===== config.mk =====
export PLATFORM = sky130hd
export DESIGN_NAME = memory_stage_flat
export DESIGN_NICKNAME = d
export VERILOG_FILES = /design/src/rtl/core_pkg.sv /design/src/rtl/memory_stage_if.sv /design/src/rtl/load_align.sv /design/src/rtl/memory_stage.sv /design/src/flat_wrapper.sv
export SDC_FILE = /design/constraint.sdc
export NUM_CORES = 1
export LEC_CHECK = 0
export ABC_CLOCK_PERIOD_IN_PS = 2650
export CORE_ASPECT_RATIO = 0.5
export CORE_MARGIN = 2
export CORE_UTILIZATION = 35
export DETAILED_ROUTE_END_ITERATION = 16
export GPL_TIMING_DRIVEN = 1
export PLACE_DENSITY = 0.7
export SLEW_MARGIN = 30
export SYNTH_ARGS = -nofsm -noshare
export SYNTH_HDL_FRONTEND = slang
export SYNTH_HIERARCHICAL = 1
export SYNTH_SLANG_ARGS = --single-unit

===== constraint.sdc =====
create_clock -name clk -period 2.65 [get_ports clk]
set_clock_uncertainty 0.2 [all_clocks]
set_input_delay 0.795 -clock clk [delete_from_list [all_inputs] [get_ports clk]]
set_output_delay 0.795 -clock clk [all_outputs]
set_load 0.01 [all_outputs]

===== src/rtl/core_pkg.sv =====
// Shared LA32 core definitions: access size/sign encodings, memory-stage
// FSM states, writeback source selects and the misalignment rule.
package core_pkg;

    typedef enum logic [1:0] {
        SIZE_BYTE = 2'b00,
        SIZE_HALF = 2'b01,
        SIZE_WORD = 2'b10,
        SIZE_RSVD = 2'b11
    } size_e;

    // number_length[2] selects zero extension for loads
    localparam int unsigned NL_UNSIGNED_BIT = 2;

    localparam logic WB_SRC_EX  = 1'b0;
    localparam logic WB_SRC_MEM = 1'b1;

    typedef enum logic [2:0] {
        ST_IDLE  = 3'd0,
        ST_REQ   = 3'd1,
        ST_RESP  = 3'd2,
        ST_DONE  = 3'd3,
        ST_DRAIN = 3'd4
    } state_e;

    // Instruction held by the memory stage; all-zero is a bubble
    typedef struct packed {
        logic [31:0] ex_result;
        logic [31:0] store_data;
        logic [4:0]  rd_index;
        logic [2:0]  number_length;
        logic        mem_read;
        logic        mem_write;
        logic        wb_valid;
        logic        wb_src;
        logic        ale;
    } held_t;

    // Half needs addr[0]=0, word (and reserved size) needs addr[1:0]=0
    function automatic logic is_misaligned(input logic [1:0] size, input logic [1:0] addr);
        logic mis;
        case (size_e'(size))
            SIZE_BYTE: mis = 1'b0;
            SIZE_HALF: mis = addr[0];
            default:   mis = (addr != 2'b00);
        endcase
        return mis;
    endfunction

endpackage


===== src/rtl/memory_stage_if.sv =====
// Data-memory request/response bus between the memory stage and memory.
interface memory_stage_if;
    logic        dmem_req_valid;
    logic        dmem_req_ready;
    logic        dmem_req_we;
    logic [31:0] dmem_addr;
    logic [31:0] dmem_wdata;
    logic [3:0]  dmem_wstrb;
    logic        dmem_rsp_valid;
    logic [31:0] dmem_rdata;

    modport master (
        output dmem_req_valid, dmem_req_we, dmem_addr, dmem_wdata, dmem_wstrb,
        input  dmem_req_ready, dmem_rsp_valid, dmem_rdata
    );

    modport slave (
        input  dmem_req_valid, dmem_req_we, dmem_addr, dmem_wdata, dmem_wstrb,
        output dmem_req_ready, dmem_rsp_valid, dmem_rdata
    );
endinterface


===== src/rtl/load_align.sv =====
// Load lane select and sign/zero extension of a 32-bit memory word.
module load_align
    import core_pkg::*;
(
    input  logic [31:0] rdata,
    input  logic [1:0]  addr,
    input  logic [2:0]  number_length,
    output logic [31:0] result
);

    logic [7:0]  byte_s;
    logic [15:0] half_s;
    logic        sign_s;

    // Pick the addressed lane, then extend it to 32 bits
    always_comb begin
        byte_s = 8'h00;
        half_s = 16'h0000;
        sign_s = 1'b0;
        result = 32'h0000_0000;
        case (addr)
            2'b00:   byte_s = rdata[7:0];
            2'b01:   byte_s = rdata[15:8];
            2'b10:   byte_s = rdata[23:16];
            default: byte_s = rdata[31:24];
        endcase
        if (addr[1]) begin
            half_s = rdata[31:16];
        end else begin
            half_s = rdata[15:0];
        end
        case (size_e'(number_length[1:0]))
            SIZE_BYTE: begin
                sign_s = !number_length[NL_UNSIGNED_BIT] && byte_s[7];
                result = {{24{sign_s}}, byte_s};
            end
            SIZE_HALF: begin
                sign_s = !number_length[NL_UNSIGNED_BIT] && half_s[15];
                result = {{16{sign_s}}, half_s};
            end
            default: result = rdata;
        endcase
    end

endmodule


===== src/rtl/memory_stage.sv =====
// LA32 memory stage: holds the Execute result, runs one data-memory access
// at a time, aligns load data and presents the result to Writeback.
module memory_stage
    import core_pkg::*;
(
    input  logic        clk,
    input  logic        rstn,
    input  logic [31:0] ex_result_RegInput,
    input  logic [31:0] store_data_RegInput,
    input  logic [4:0]  rd_index_RegInput,
    input  logic [2:0]  number_length_RegInput,
    input  logic        mem_read_RegInput,
    input  logic        mem_write_RegInput,
    input  logic        writeback_valid_RegInput,
    input  logic        writeback_src_RegInput,
    input  logic        clear_RegInput,
    output logic        stall,
    memory_stage_if.master dmem,
    output logic [31:0] ex_result,
    output logic [31:0] mem_result,
    output logic [4:0]  rd_index,
    output logic [2:0]  number_length,
    output logic        writeback_valid,
    output logic        writeback_src,
    output logic        ale
);

    state_e      state_r;
    state_e      state_nx;
    held_t       held_r;
    logic [31:0] rdata_r;
    logic        capture_s;
    logic        bubble_s;
    logic        latch_s;
    logic        mem_op_in_s;
    logic        misaligned_in_s;
    logic [31:0] align_s;

    assign mem_op_in_s     = mem_read_RegInput | mem_write_RegInput;
    assign misaligned_in_s = is_misaligned(number_length_RegInput[1:0], ex_result_RegInput[1:0]);

    // Sequencer next state plus the capture / flush / response-latch strobes
    always_comb begin
        state_nx  = state_r;
        capture_s = 1'b0;
        bubble_s  = 1'b0;
        latch_s   = 1'b0;
        case (state_r)
            ST_IDLE, ST_DONE: begin
                if (clear_RegInput) begin
                    bubble_s = 1'b1;
                    state_nx = ST_IDLE;
                end else begin
                    capture_s = 1'b1;
                    if (mem_op_in_s) begin
                        state_nx = misaligned_in_s ? ST_DONE : ST_REQ;
                    end else begin
                        state_nx = ST_IDLE;
                    end
                end
            end
            ST_REQ: begin
                // Request not yet accepted, so a flush can simply drop it
                if (clear_RegInput) begin
                    bubble_s = 1'b1;
                    state_nx = ST_IDLE;
                end else if (dmem.dmem_req_ready) begin
                    state_nx = ST_RESP;
                end else begin
                    state_nx = ST_REQ;
                end
            end
            ST_RESP: begin
                // Accepted request must still see its response before moving on
                if (clear_RegInput) begin
                    bubble_s = 1'b1;
                    state_nx = ST_DRAIN;
                end else if (dmem.dmem_rsp_valid) begin
                    latch_s  = 1'b1;
                    state_nx = ST_DONE;
                end else begin
                    state_nx = ST_RESP;
                end
            end
            ST_DRAIN: begin
                if (dmem.dmem_rsp_valid) begin
                    state_nx = ST_IDLE;
                end else begin
                    state_nx = ST_DRAIN;
                end
            end
            default: state_nx = ST_IDLE;
        endcase
    end

    // FSM state register
    always_ff @(posedge clk or negedge rstn) begin
        if (!rstn) begin
            state_r <= ST_IDLE;
        end else begin
            state_r <= state_nx;
        end
    end

    // Held instruction and latched load data
    always_ff @(posedge clk or negedge rstn) begin
        if (!rstn) begin
            held_r  <= '0;
            rdata_r <= 32'h0000_0000;
        end else if (bubble_s) begin
            held_r  <= '0;
            rdata_r <= 32'h0000_0000;
        end else if (capture_s) begin
            held_r.ex_result     <= ex_result_RegInput;
            held_r.store_data    <= store_data_RegInput;
            held_r.rd_index      <= rd_index_RegInput;
            held_r.number_length <= number_length_RegInput;
            held_r.mem_read      <= mem_read_RegInput;
            held_r.mem_write     <= mem_write_RegInput;
            held_r.wb_valid      <= writeback_valid_RegInput;
            held_r.wb_src        <= writeback_src_RegInput;
            held_r.ale           <= mem_op_in_s & misaligned_in_s;
            rdata_r              <= 32'h0000_0000;
        end else if (latch_s) begin
            rdata_r <= dmem.dmem_rdata;
        end
    end

    load_align u_load_align (
        .rdata         (rdata_r),
        .addr          (held_r.ex_result[1:0]),
        .number_length (held_r.number_length),
        .result        (align_s)
    );

    // Request payload; zero whenever no request is being offered
    always_comb begin
        dmem.dmem_req_valid = 1'b0;
        dmem.dmem_req_we    = 1'b0;
        dmem.dmem_addr      = 32'h0000_0000;
        dmem.dmem_wdata     = 32'h0000_0000;
        dmem.dmem_wstrb     = 4'b0000;
        if (state_r == ST_REQ) begin
            dmem.dmem_req_valid = 1'b1;
            dmem.dmem_req_we    = held_r.mem_write;
            dmem.dmem_addr      = {held_r.ex_result[31:2], 2'b00};
            case (size_e'(held_r.number_length[1:0]))
                SIZE_BYTE: begin
                    dmem.dmem_wdata = {4{held_r.store_data[7:0]}};
                    dmem.dmem_wstrb = held_r.mem_write ? (4'b0001 << held_r.ex_result[1:0]) : 4'b0000;
                end
                SIZE_HALF: begin
                    dmem.dmem_wdata = {2{held_r.store_data[15:0]}};
                    dmem.dmem_wstrb = held_r.mem_write ? (4'b0011 << held_r.ex_result[1:0]) : 4'b0000;
                end
                default: begin
                    dmem.dmem_wdata = held_r.store_data;
                    dmem.dmem_wstrb = held_r.mem_write ? 4'b1111 : 4'b0000;
                end
            endcase
        end else begin
            dmem.dmem_req_valid = 1'b0;
        end
    end

    // Writeback-facing view of the held instruction
    always_comb begin
        stall           = (state_r == ST_REQ) || (state_r == ST_RESP) || (state_r == ST_DRAIN);
        ex_result       = held_r.ex_result;
        rd_index        = held_r.rd_index;
        number_length   = held_r.number_length;
        writeback_src   = held_r.wb_src;
        ale             = held_r.ale;
        writeback_valid = held_r.wb_valid && !held_r.ale &&
                          ((state_r == ST_IDLE) || (state_r == ST_DONE));
        if ((state_r == ST_DONE) && held_r.mem_read && !held_r.ale) begin
            mem_result = align_s;
        end else begin
            mem_result = 32'h0000_0000;
        end
    end

endmodule


===== src/flat_wrapper.sv =====
// flat-port wrapper written by rule: the top's interface ports become plain ports
module memory_stage_flat import core_pkg::*;
  (clk, rstn, ex_result_RegInput, store_data_RegInput, rd_index_RegInput, number_length_RegInput, mem_read_RegInput, mem_write_RegInput, writeback_valid_RegInput, writeback_src_RegInput, clear_RegInput, stall, ex_result, mem_result, rd_index, number_length, writeback_valid, writeback_src, ale, dmem_dmem_req_valid, dmem_dmem_req_we, dmem_dmem_addr, dmem_dmem_wdata, dmem_dmem_wstrb, dmem_dmem_req_ready, dmem_dmem_rsp_valid, dmem_dmem_rdata);
  memory_stage_if dmem_i ();
  input  logic clk;
  input  logic rstn;
  input  logic [31:0] ex_result_RegInput;
  input  logic [31:0] store_data_RegInput;
  input  logic [4:0] rd_index_RegInput;
  input  logic [2:0] number_length_RegInput;
  input  logic mem_read_RegInput;
  input  logic mem_write_RegInput;
  input  logic writeback_valid_RegInput;
  input  logic writeback_src_RegInput;
  input  logic clear_RegInput;
  output logic stall;
  output logic [31:0] ex_result;
  output logic [31:0] mem_result;
  output logic [4:0] rd_index;
  output logic [2:0] number_length;
  output logic writeback_valid;
  output logic writeback_src;
  output logic ale;
  output wire logic [$bits(dmem_i.dmem_req_valid)-1:0] dmem_dmem_req_valid;
  output wire logic [$bits(dmem_i.dmem_req_we)-1:0] dmem_dmem_req_we;
  output wire logic [$bits(dmem_i.dmem_addr)-1:0] dmem_dmem_addr;
  output wire logic [$bits(dmem_i.dmem_wdata)-1:0] dmem_dmem_wdata;
  output wire logic [$bits(dmem_i.dmem_wstrb)-1:0] dmem_dmem_wstrb;
  input wire logic [$bits(dmem_i.dmem_req_ready)-1:0] dmem_dmem_req_ready;
  input wire logic [$bits(dmem_i.dmem_rsp_valid)-1:0] dmem_dmem_rsp_valid;
  input wire logic [$bits(dmem_i.dmem_rdata)-1:0] dmem_dmem_rdata;
  assign dmem_dmem_req_valid = dmem_i.dmem_req_valid;
  assign dmem_dmem_req_we = dmem_i.dmem_req_we;
  assign dmem_dmem_addr = dmem_i.dmem_addr;
  assign dmem_dmem_wdata = dmem_i.dmem_wdata;
  assign dmem_dmem_wstrb = dmem_i.dmem_wstrb;
  assign dmem_i.dmem_req_ready = dmem_dmem_req_ready;
  assign dmem_i.dmem_rsp_valid = dmem_dmem_rsp_valid;
  assign dmem_i.dmem_rdata = dmem_dmem_rdata;
  memory_stage u_core (.clk(clk), .rstn(rstn), .ex_result_RegInput(ex_result_RegInput), .store_data_RegInput(store_data_RegInput), .rd_index_RegInput(rd_index_RegInput), .number_length_RegInput(number_length_RegInput), .mem_read_RegInput(mem_read_RegInput), .mem_write_RegInput(mem_write_RegInput), .writeback_valid_RegInput(writeback_valid_RegInput), .writeback_src_RegInput(writeback_src_RegInput), .clear_RegInput(clear_RegInput), .stall(stall), .dmem(dmem_i), .ex_result(ex_result), .mem_result(mem_result), .rd_index(rd_index), .number_length(number_length), .writeback_valid(writeback_valid), .writeback_src(writeback_src), .ale(ale));
endmodule

Word-level counts from Yosys, hierarchy flattened
Cells that the tools add are included.
{"block": "word_totals", "in_bits": 113, "output_inout_bits": 146, "ff_bits": 112, "wordCells": 79}
{"block": "op_classes", "n_reduce_logical": 20, "n_eq_ne": 8, "bitwise": 2, "n_shift": 2, "n_mux": 36}
{"op": "$mux 32", "count": 6}
{"op": "$mux 77", "count": 2}
{"op": "$pmux 32 s2", "count": 2}
{"op": "$pmux 8 s3", "count": 1}
{"op": "$mux 16", "count": 1}
{"op": "$mux 4", "count": 4}
{"op": "$mux 3", "count": 5}
{"op": "$pmux 3 s4", "count": 1}
{"op": "$mux 1", "count": 10}
{"op": "$pmux 4 s2", "count": 1}
{"op": "$eq 2x1->1 const B", "count": 3}
{"op": "$eq 3x2->1 const B", "count": 2}
{"op": "$logic_and 1x1->1", "count": 6}
{"op": "$logic_not 2->1", "count": 3}
{"op": "$mux 2", "count": 2}
{"op": "$reduce_bool 2->1", "count": 2}
{"op": "$reduce_or 4->1", "count": 1}
{"op": "$shl 1x2->4 const A", "count": 1}
{"op": "$shl 2x2->4 const A", "count": 1}
{"op": "$eq 3x1->1 const B", "count": 1}
{"op": "$eq 3x3->1 const B", "count": 1}
{"op": "$logic_not 3->1", "count": 1}
{"op": "$logic_or 1x1->1", "count": 3}
{"op": "$reduce_bool 3->1", "count": 1}
{"op": "6 further kinds", "count": 7}

Longest topological paths before layout
Gate-level depths: netlist of run 1.
{"block": "depth", "depth_word": 6, "ltp_mapped": 8, "depth_no_buf": 5}

Cells and area by module
Netlist of run 1, hierarchy kept.
{"mod": "memory_stage", "area_each_um2": 5505.3, "seq_area_each_um2": 2802.7, "cells_per_inst": 499, "n_inst": 1}
{"mod": "load_align", "area_each_um2": 845.8, "seq_area_each_um2": 0.0, "cells_per_inst": 115, "n_inst": 1}

Worst setup path after synthesis of run 1
OpenSTA, ideal clock, no wires.
{"block": "synth_path", "kind": "register to output", "startpoint": "register, netlist name u_core/number_length[1]", "endpoint": "output mem_result[21]", "path_slack_ns": -0.065, "arrival_ns": 1.720, "n_path_buf": 4, "stages_incl_launch_ff": 9, "required_ns": 1.655, "path_cell_list": "dfrtp_1 buf_6 or2_1 buf_2 or3_1 buf_6 buf_6 o211ai_2 and2_1"}
{"block": "synth_between", "elab_chain_len": 3, "word_cells_on_any_way": 4}
{"element": "$eq 2x1->1 / $logic_not 2->1 (equally long branches)", "line_no": "load_align.sv:32", "text": "case (size_e'(number_length[1:0]))"}
{"element": "$pmux 32 s2 *", "line_no": "load_align.sv:32"}
{"element": "via u_core.align_s[21]", "line_no": "memory_stage.sv:37", "text": "logic [31:0] align_s;"}
{"element": "$mux 32 *", "line_no": "memory_stage.sv:176", "text": "if ((state_r == ST_DONE) && held_r.mem_read && !held_r.ale) begin"}
{"element": "end: declaration", "line_no": "flat_wrapper.sv:18", "text": "output logic [31:0] mem_result;"}
The timed path passes the listed nets; every way through them passes the cells marked *.

Worst setup path in the final report of run 1
{"block": "layout_path", "startpoint": "register, netlist name u_core/ex_result[0]", "endpoint": "output mem_result[12]"}
{"block": "layout_between", "elab_chain_len": 5, "word_cells_on_any_way": 7}
{"element": "$eq 2x2->1 (tied with other cells)", "line_no": "load_align.sv:21", "text": "case (addr)"}
{"element": "$pmux 8 s3 *", "line_no": "load_align.sv:21"}
{"element": "$logic_and 1x1->1 *", "line_no": "load_align.sv:34", "text": "sign_s = !number_length[NL_UNSIGNED_BIT] && byte_s[7];"}
{"element": "$pmux 32 s2 *", "line_no": "load_align.sv:32"}
{"element": "via u_core.align_s[12]", "line_no": "memory_stage.sv:37"}
{"element": "$mux 32 *", "line_no": "memory_stage.sv:176"}
Marks and branches as above.

==> results of run 1 <==
[cells by family after synthesis]
logic type,after synthesis,share of synthesized area
simple gates,162,0.134
compound gates,189,0.251
buf+inv,110,0.107
mux,34,0.0556
xor+xnor,2,0.00276
other cells,1,0.000590
flops,112,0.441
fa+ha+maj,4,0.00788
[flip-flops by register name, indices dropped and copies added, names as in the netlist]
name                  count
u_core/held_r            35
u_core/ex_result         32
u_core/rdata_r           32
u_core/rd_index           5
u_core/number_length      3
u_core/state_r            3
u_core/ale                1
u_core/writeback_src      1
[final timing paths]
check | slack (ps) | from | end
worst min register to register | 300 | u_core/held_r[39] | u_core/held_r[39]
worst max-delay path | -420 | u_core/ex_result[0] | mem_result[12]
worst max register to register | 710 | u_core/state_r[1] | u_core/held_r[19]
min in group clk | 300 | u_core/held_r[39] | u_core/held_r[39]
max in group asynchronous | 1340 | rstn | u_core/rd_index[1]
worst min-delay path | 260 | rstn | u_core/ex_result[21]
[power groups by stage]
stage | logic, µW | registers (µW) | clock network (µW)
detailed placement | 5330 | 2850 | 0
global placement | 5250 | 2830 | 0
CTS | 6300 | 2860 | 1450
global route | 7570 | 2980 | 1520
floorplan | 3330 | 2710 | 0
finish | 7180 | 2900 | 1420
[cell usage in the layout, fill, tap and decap left out, types with 3 or more instances in the layout]
master           count
nor2b_1              7
mux2_2               3
buf_12              22
dfrtp_1            108
mux2i_1             16
nor2_1              11
dfrtp_2              4
a22o_1              76
clkbuf_2             4
mux2i_4              5
clkbuf_16           14
o22a_1               7
nand3b_1             3
clkdlybuf4s50_1    152
ha_1                 3
o211ai_1             8
buf_6               47
buf_4               53
o21ai_0              5
inv_1                5
and2_4              23
o21ai_1              4
nand2_1             35
mux2i_2              3
and2_1              47
a22oi_1              9
o211ai_2            10
buf_8               11
a21oi_2             17
buf_2               69
nand2_4             11
a32o_1              32
mux2_4               7
nand2_2              6
o221ai_2             7
[metal layers]
metal | vias to the layer above | track usage | wire [µm]
met4 | 0 | 0.0746 | 672
met2 | 184 | 0.406 | 11800
met1 | 3039 | 0.287 | 9750
li1 | 2742 | - | -
met3 | 44 | 0.0363 | 1020
met5 | - | 0 | 0
[through the flow]
stage               hold slack [ps]  TNS [ps]  instance area [µm²]  std cells  power (µW)
floorplan                       258      -429                 6410        615        6040
global placement                280    -11520                 9230       1066        8080
detailed placement              285    -12920                 9230       1066        8180
CTS                             284    -13380                10000       1121       10600
global route                    305    -21480                10500       1131       12100
finish                          259    -17240                10500       1131       11500
[synthesized netlist by cell type (2+ instances only)]
| library cell | count | area share |
|---|---|---|
| a21o_1 | 2 | 0.0024 |
| a21oi_1 | 20 | 0.016 |
| a22o_1 | 76 | 0.10 |
| a22oi_1 | 9 | 0.011 |
| a32o_1 | 32 | 0.050 |
| and2_1 | 70 | 0.069 |
| buf_1 | 2 | 0.0012 |
| buf_2 | 21 | 0.017 |
| buf_4 | 49 | 0.058 |
| buf_6 | 7 | 0.012 |
| clkbuf_1 | 19 | 0.011 |
| clkbuf_2 | 3 | 0.0024 |
| dfrtp_1 | 112 | 0.44 |
| ha_1 | 4 | 0.0079 |
| inv_1 | 8 | 0.0047 |
| mux2_2 | 10 | 0.018 |
| mux2i_1 | 24 | 0.038 |
| nand2_1 | 52 | 0.031 |
| nand2b_1 | 3 | 0.0030 |
| nand3b_1 | 3 | 0.0035 |
| nor2_1 | 15 | 0.0089 |
| nor2b_1 | 11 | 0.011 |
| nor3_1 | 2 | 0.0016 |
| o211ai_1 | 8 | 0.0095 |
| o211ai_2 | 10 | 0.020 |
| o21ai_0 | 11 | 0.0087 |
| o221ai_1 | 8 | 0.011 |
| o22a_1 | 7 | 0.0097 |
| or2_1 | 2 | 0.0020 |
| or3_1 | 2 | 0.0020 |
[cell type report]
cell class,count,area (µm²)
Clock inverter,6,66.3
Fill cell,1440,7110
Multi-Input combinational cell,393,3360
Sequential cell,112,2810
Timing Repair Buffer,367,3620
Clock buffer,10,239
Tap cell,234,293
Inverter,9,75.1
[timing repair]
action,4_1_cts,5_1_grt
resized for setup,457,184
pin swaps,21,50
buffers inserted,34,17
gates cloned,5,5
endpoints found under the setup margin,104,98
==> impl_metrics.tcl, run 1 <==
set metrics [dict create \
    cts_sinks 112 \
    swShare 0.403 \
    clock_latency_ps 340 \
    die_h_um 99.3 \
    grt_max_degree 46 \
    end_kind "output pin" \
    max-vdd-ir-drop_v 0.000840 \
    grt_pass1_wl_um 34800 \
    crit_path_top_delay_cell "dfrtp_2" \
    finalHoldViolations 0 \
    synth_area_um2 6350 \
    intPower_uw 6860 \
    post-route-util 0.595 \
    drt-wirelength-per-cell_um 20.5 \
    drive_above_1_share 0.387 \
    clkPwrFrac 0.123 \
    synth.distinct_cells 42 \
    gp_congestion 0.867 \
    ant_nets 0 \
    cts_tree "yes" \
    critPathBufInv 3 \
    start_util 0.361 \
    overflow 0 \
    dieArea_um2 19300 \
    core_um2 17600 \
    critPathMaxFanout 7 \
    grt_use_total 0.228 \
    n_antenna_cell 0 \
    worst_slew_pin_slew_ps 634 \
    leakage_uw 0.00476 \
    violations "negative setup slack" \
    max_slew_margin 0.577 \
    place_ws_ps -341 \
    wirelength_um 23200 \
    outcome "complete, but fails checks" \
    antenna_found_initial 0 \
    fin_crit_sh 1.16 \
    root_buffer "clkbuf_16" \
    crit_family "flip-flops" \
    drv_cap 0 \
    area_growth_pct 64.7 \
    die_x_um 195 \
    cts_max_path_buffers 2 \
    via_per_inst 5.31 \
    synthArstFlopShare 1.00 \
    drt-initial-drc-count 447 \
    grt_pass1_vias 6240 \
    ys_ff_latch 112 \
    drc 0 \
    rr_worst_depth 6 \
    slew_violations 0 \
    ioPinCount 259 \
    finalCriticalPeriod_ps 3070 \
    vias 6009 \
    htreeDepth 3 \
    path_class "reg -> out" \
    power_frac_comb 0.624 \
    ys_warn_count 6 \
    syn_inst 614 \
    num_rows 34 \
    synth_edf_count 0 \
    worstHoldPathType "in -> async" \
    cp-start-kind "flip-flop" \
    power.density_nw_per_um2 1100 \
    seq_power_share 0.252 \
    crit_required_ps 1660 \
    clk_pin_slew_ps 80 \
    critPathMaxStageDelay_ps 440 \
    cts_made_buffers 9 \
    setup_viol 59 \
    arrival_ps 2070 \
    io_buffers 256 \
    dpl.hpwl_um 15200 \
    yosysSeqAreaShare 0.441 \
    avgSynthCellArea_um2 10.3 \
    rsz0062_at_grt "true" \
    path_depth 7 \
    synth_flop_cell "dfrtp_1" \
    cts_hold_buf 0 \
    drt-pass1-iter-count 4 \
    crit_chain "mux2_4 > a32oi_4 > buf_6 > buf_8 > o221ai_1 > and2_1 > buf_2" \
    clock.fmax_mhz 326 \
    setup_slack_ps -416 \
    fin_nets 1009 \
    p_switching_uw 4630 \
]
Note: power is estimated with default switching activity, not from simulation.
==> run 2: changes to the inputs <==
ABC_CLOCK_PERIOD_IN_PS = 3800   (was 2650)
PLACE_DENSITY = 0.67   (was 0.7)
TNS_END_PERCENT = 20   (was default)
clock period = 3.8 ns   (was 2.65 ns; I/O delays follow)
==> run 2 against run 1 <==
Against the previous run:
- highest routed layer unchanged
- design area fell by 12%
- sequential power fell by 30%
- worst setup slack improved by 420 ps
- cell count fell by 7.8%
- register-to-register slack improved by 1100 ps
- the flow now finishes without violations
- die area did not move
- sequential share of layout area rose by 3.8 points
==> impl_metrics.tcl, run 2 (synthesized netlist as in run 1, its figures left out) <==
set metrics [dict create \
    core_um2 17600 \
    wirelength_um 19800 \
    die_x_um 195 \
    power.density_nw_per_um2 688 \
    fin_crit_sh 0.998 \
    crit_required_ps 2460 \
    max_slew_margin 0.584 \
    postCtsSetupRepairBufs 0 \
    clock_latency_ps 340 \
    antenna_found_initial 0 \
    dieArea_um2 19300 \
    end_kind "output pin" \
    biggestRegsByFlops "u_core/held_r (35), u_core/ex_result (32), u_core/rdata_r (32)" \
    finalSetupTns_ps 0 \
    drv_cap 0 \
    fin_nets 921 \
    setup_viol 0 \
    fillers 1603 \
    drc 0 \
    finalHoldViolations 0 \
    overflow 0 \
    rsz0062_at_grt "true" \
    ioPinCount 259 \
    slew_violations 0 \
    vias 5452 \
    n_antenna_cell 0 \
    arrival_ps 2450 \
    cp-start-kind "flip-flop" \
    drt-pass1-iter-count 5 \
    grt_use_total 0.203 \
    drt-initial-drc-count 308 \
    leakage_uw 0.00389 \
    instances_no_fill 1043 \
    drt-wirelength-per-cell_um 18.9 \
    num_rows 34 \
    gp_congestion 0.829 \
    grt_pass1_wl_um 31100 \
    max-vdd-ir-drop_v 0.000407 \
    mostFrequentLayoutCell "clkdlybuf4s50_1" \
    outcome "completed" \
    clock.fmax_mhz 264 \
    ff2ff_setup_slack_ps 1790 \
    worst_slew_pin_slew_ps 624 \
    root_buffer "clkbuf_16" \
    htreeDepth 3 \
    setup_slack_ps 8.53 \
    path_class "reg -> out" \
    place_ws_ps 178 \
    layout_common_cells "clkdlybuf4s50_1, dfrtp_1, a22o_1" \
    via_per_inst 5.23 \
    finalCriticalPeriod_ps 3790 \
    ant_nets 0 \
    worstHoldPathType "reg -> reg" \
    hold_slack_ps 301 \
    cts_sinks 112 \
    drive_above_1_share 0.0890 \
    dp_cells 1026 \
    critPathMaxFanout 13 \
    area_growth_pct 44.2 \
    largest_reg_flops 35 \
    dpl.hpwl_um 14100 \
    cts_hold_buf 0 \
    grt_pass1_vias 5463 \
    io_buffers 256 \
    clk_pin_slew_ps 80 \
    cts_tree "yes" \
    post-route-util 0.521 \
    cts_max_path_buffers 2 \
    top_register "u_core/held_r" \
    grt_max_degree 78 \
    cts_made_buffers 9 \
    start_util 0.361 \
    die_h_um 99.3 \
]
==> run 2: changes by cell type in the layout (fill, tap and decap cells not counted), sizes merged <==
cell and change:
clkinv -2, clkbuf -7, clkinvlp +1, bufinv -1
inv +1, clkdlybuf4s50 +97, dlygate4sd2 -2, dlymetal6s2s +6
buf -181
==> run 2: metrics by stage <==
stage          power [µW]  cell area, µm²
6_report             6300            9160
5_1_grt              6720            9160
4_1_cts              6310            9080
3_5_place_dp         5370            8800
3_3_place_gp         5340            8790
2_1_floorplan        4190            6350
==> run 2: final timing paths <==
path	startpoint	endpoint	cells past startpoint
min in group asynchronous	rstn	u_core/ex_result[27]	1
max	u_core/number_length[1]	mem_result[13]	6
min reg2reg	u_core/held_r[43]	u_core/held_r[43]	1
max in group asynchronous	rstn	u_core/held_r[44]	2
max reg2reg	u_core/state_r[1]	u_core/held_r[19]	4
min	u_core/held_r[43]	u_core/held_r[43]	1
==> run 2: power breakdown <==
group | total [µW] | leakage [µW] | switching (µW) | internal, µW
combinational | 3380 | 0.00225 | 1740 | 1640
clock | 891 | 0.000134 | 438 | 452
sequential | 2030 | 0.00150 | 410 | 1620
==> run 2: repair_timing <==
action / in CTS / in global routing
pin swaps: 0 / 1
resized for setup: 2 / 15
gates cloned: 0 / 1
endpoints found under the setup margin: 17 / 67
==> run 2: critical path: stages, from the launching register on <==
cell	delay, ps
dfrtp_2	480
nor3_1	370
a32oi_4	140
buf_12	190
o221ai_1	230
and2_1	170
clkdlybuf4s50_1	530
==> run 2: per-layer routing <==
| metal | vias to the layer above | routed length, µm | global-route usage |
|---|---|---|---|
| met5 | - | 0 | 0 |
| met4 | 0 | 250 | 0.0420 |
| met3 | 15 | 927 | 0.0404 |
| met2 | 160 | 9580 | 0.334 |
| met1 | 2714 | 9000 | 0.279 |
| li1 | 2563 | - | - |
==> run 2: layout make-up <==
cell class | count | area (µm²) | share of cell area
Sequential cell | 112 | 2800 | 0.306
Inverter | 9 | 37.5 | 0.00410
Timing Repair Buffer | 279 | 2840 | 0.310
Clock buffer | 11 | 233 | 0.0254
Clock inverter | 5 | 40.0 | 0.00437
Multi-Input combinational cell | 393 | 2920 | 0.318
Tap cell | 234 | 293 | 0.0320
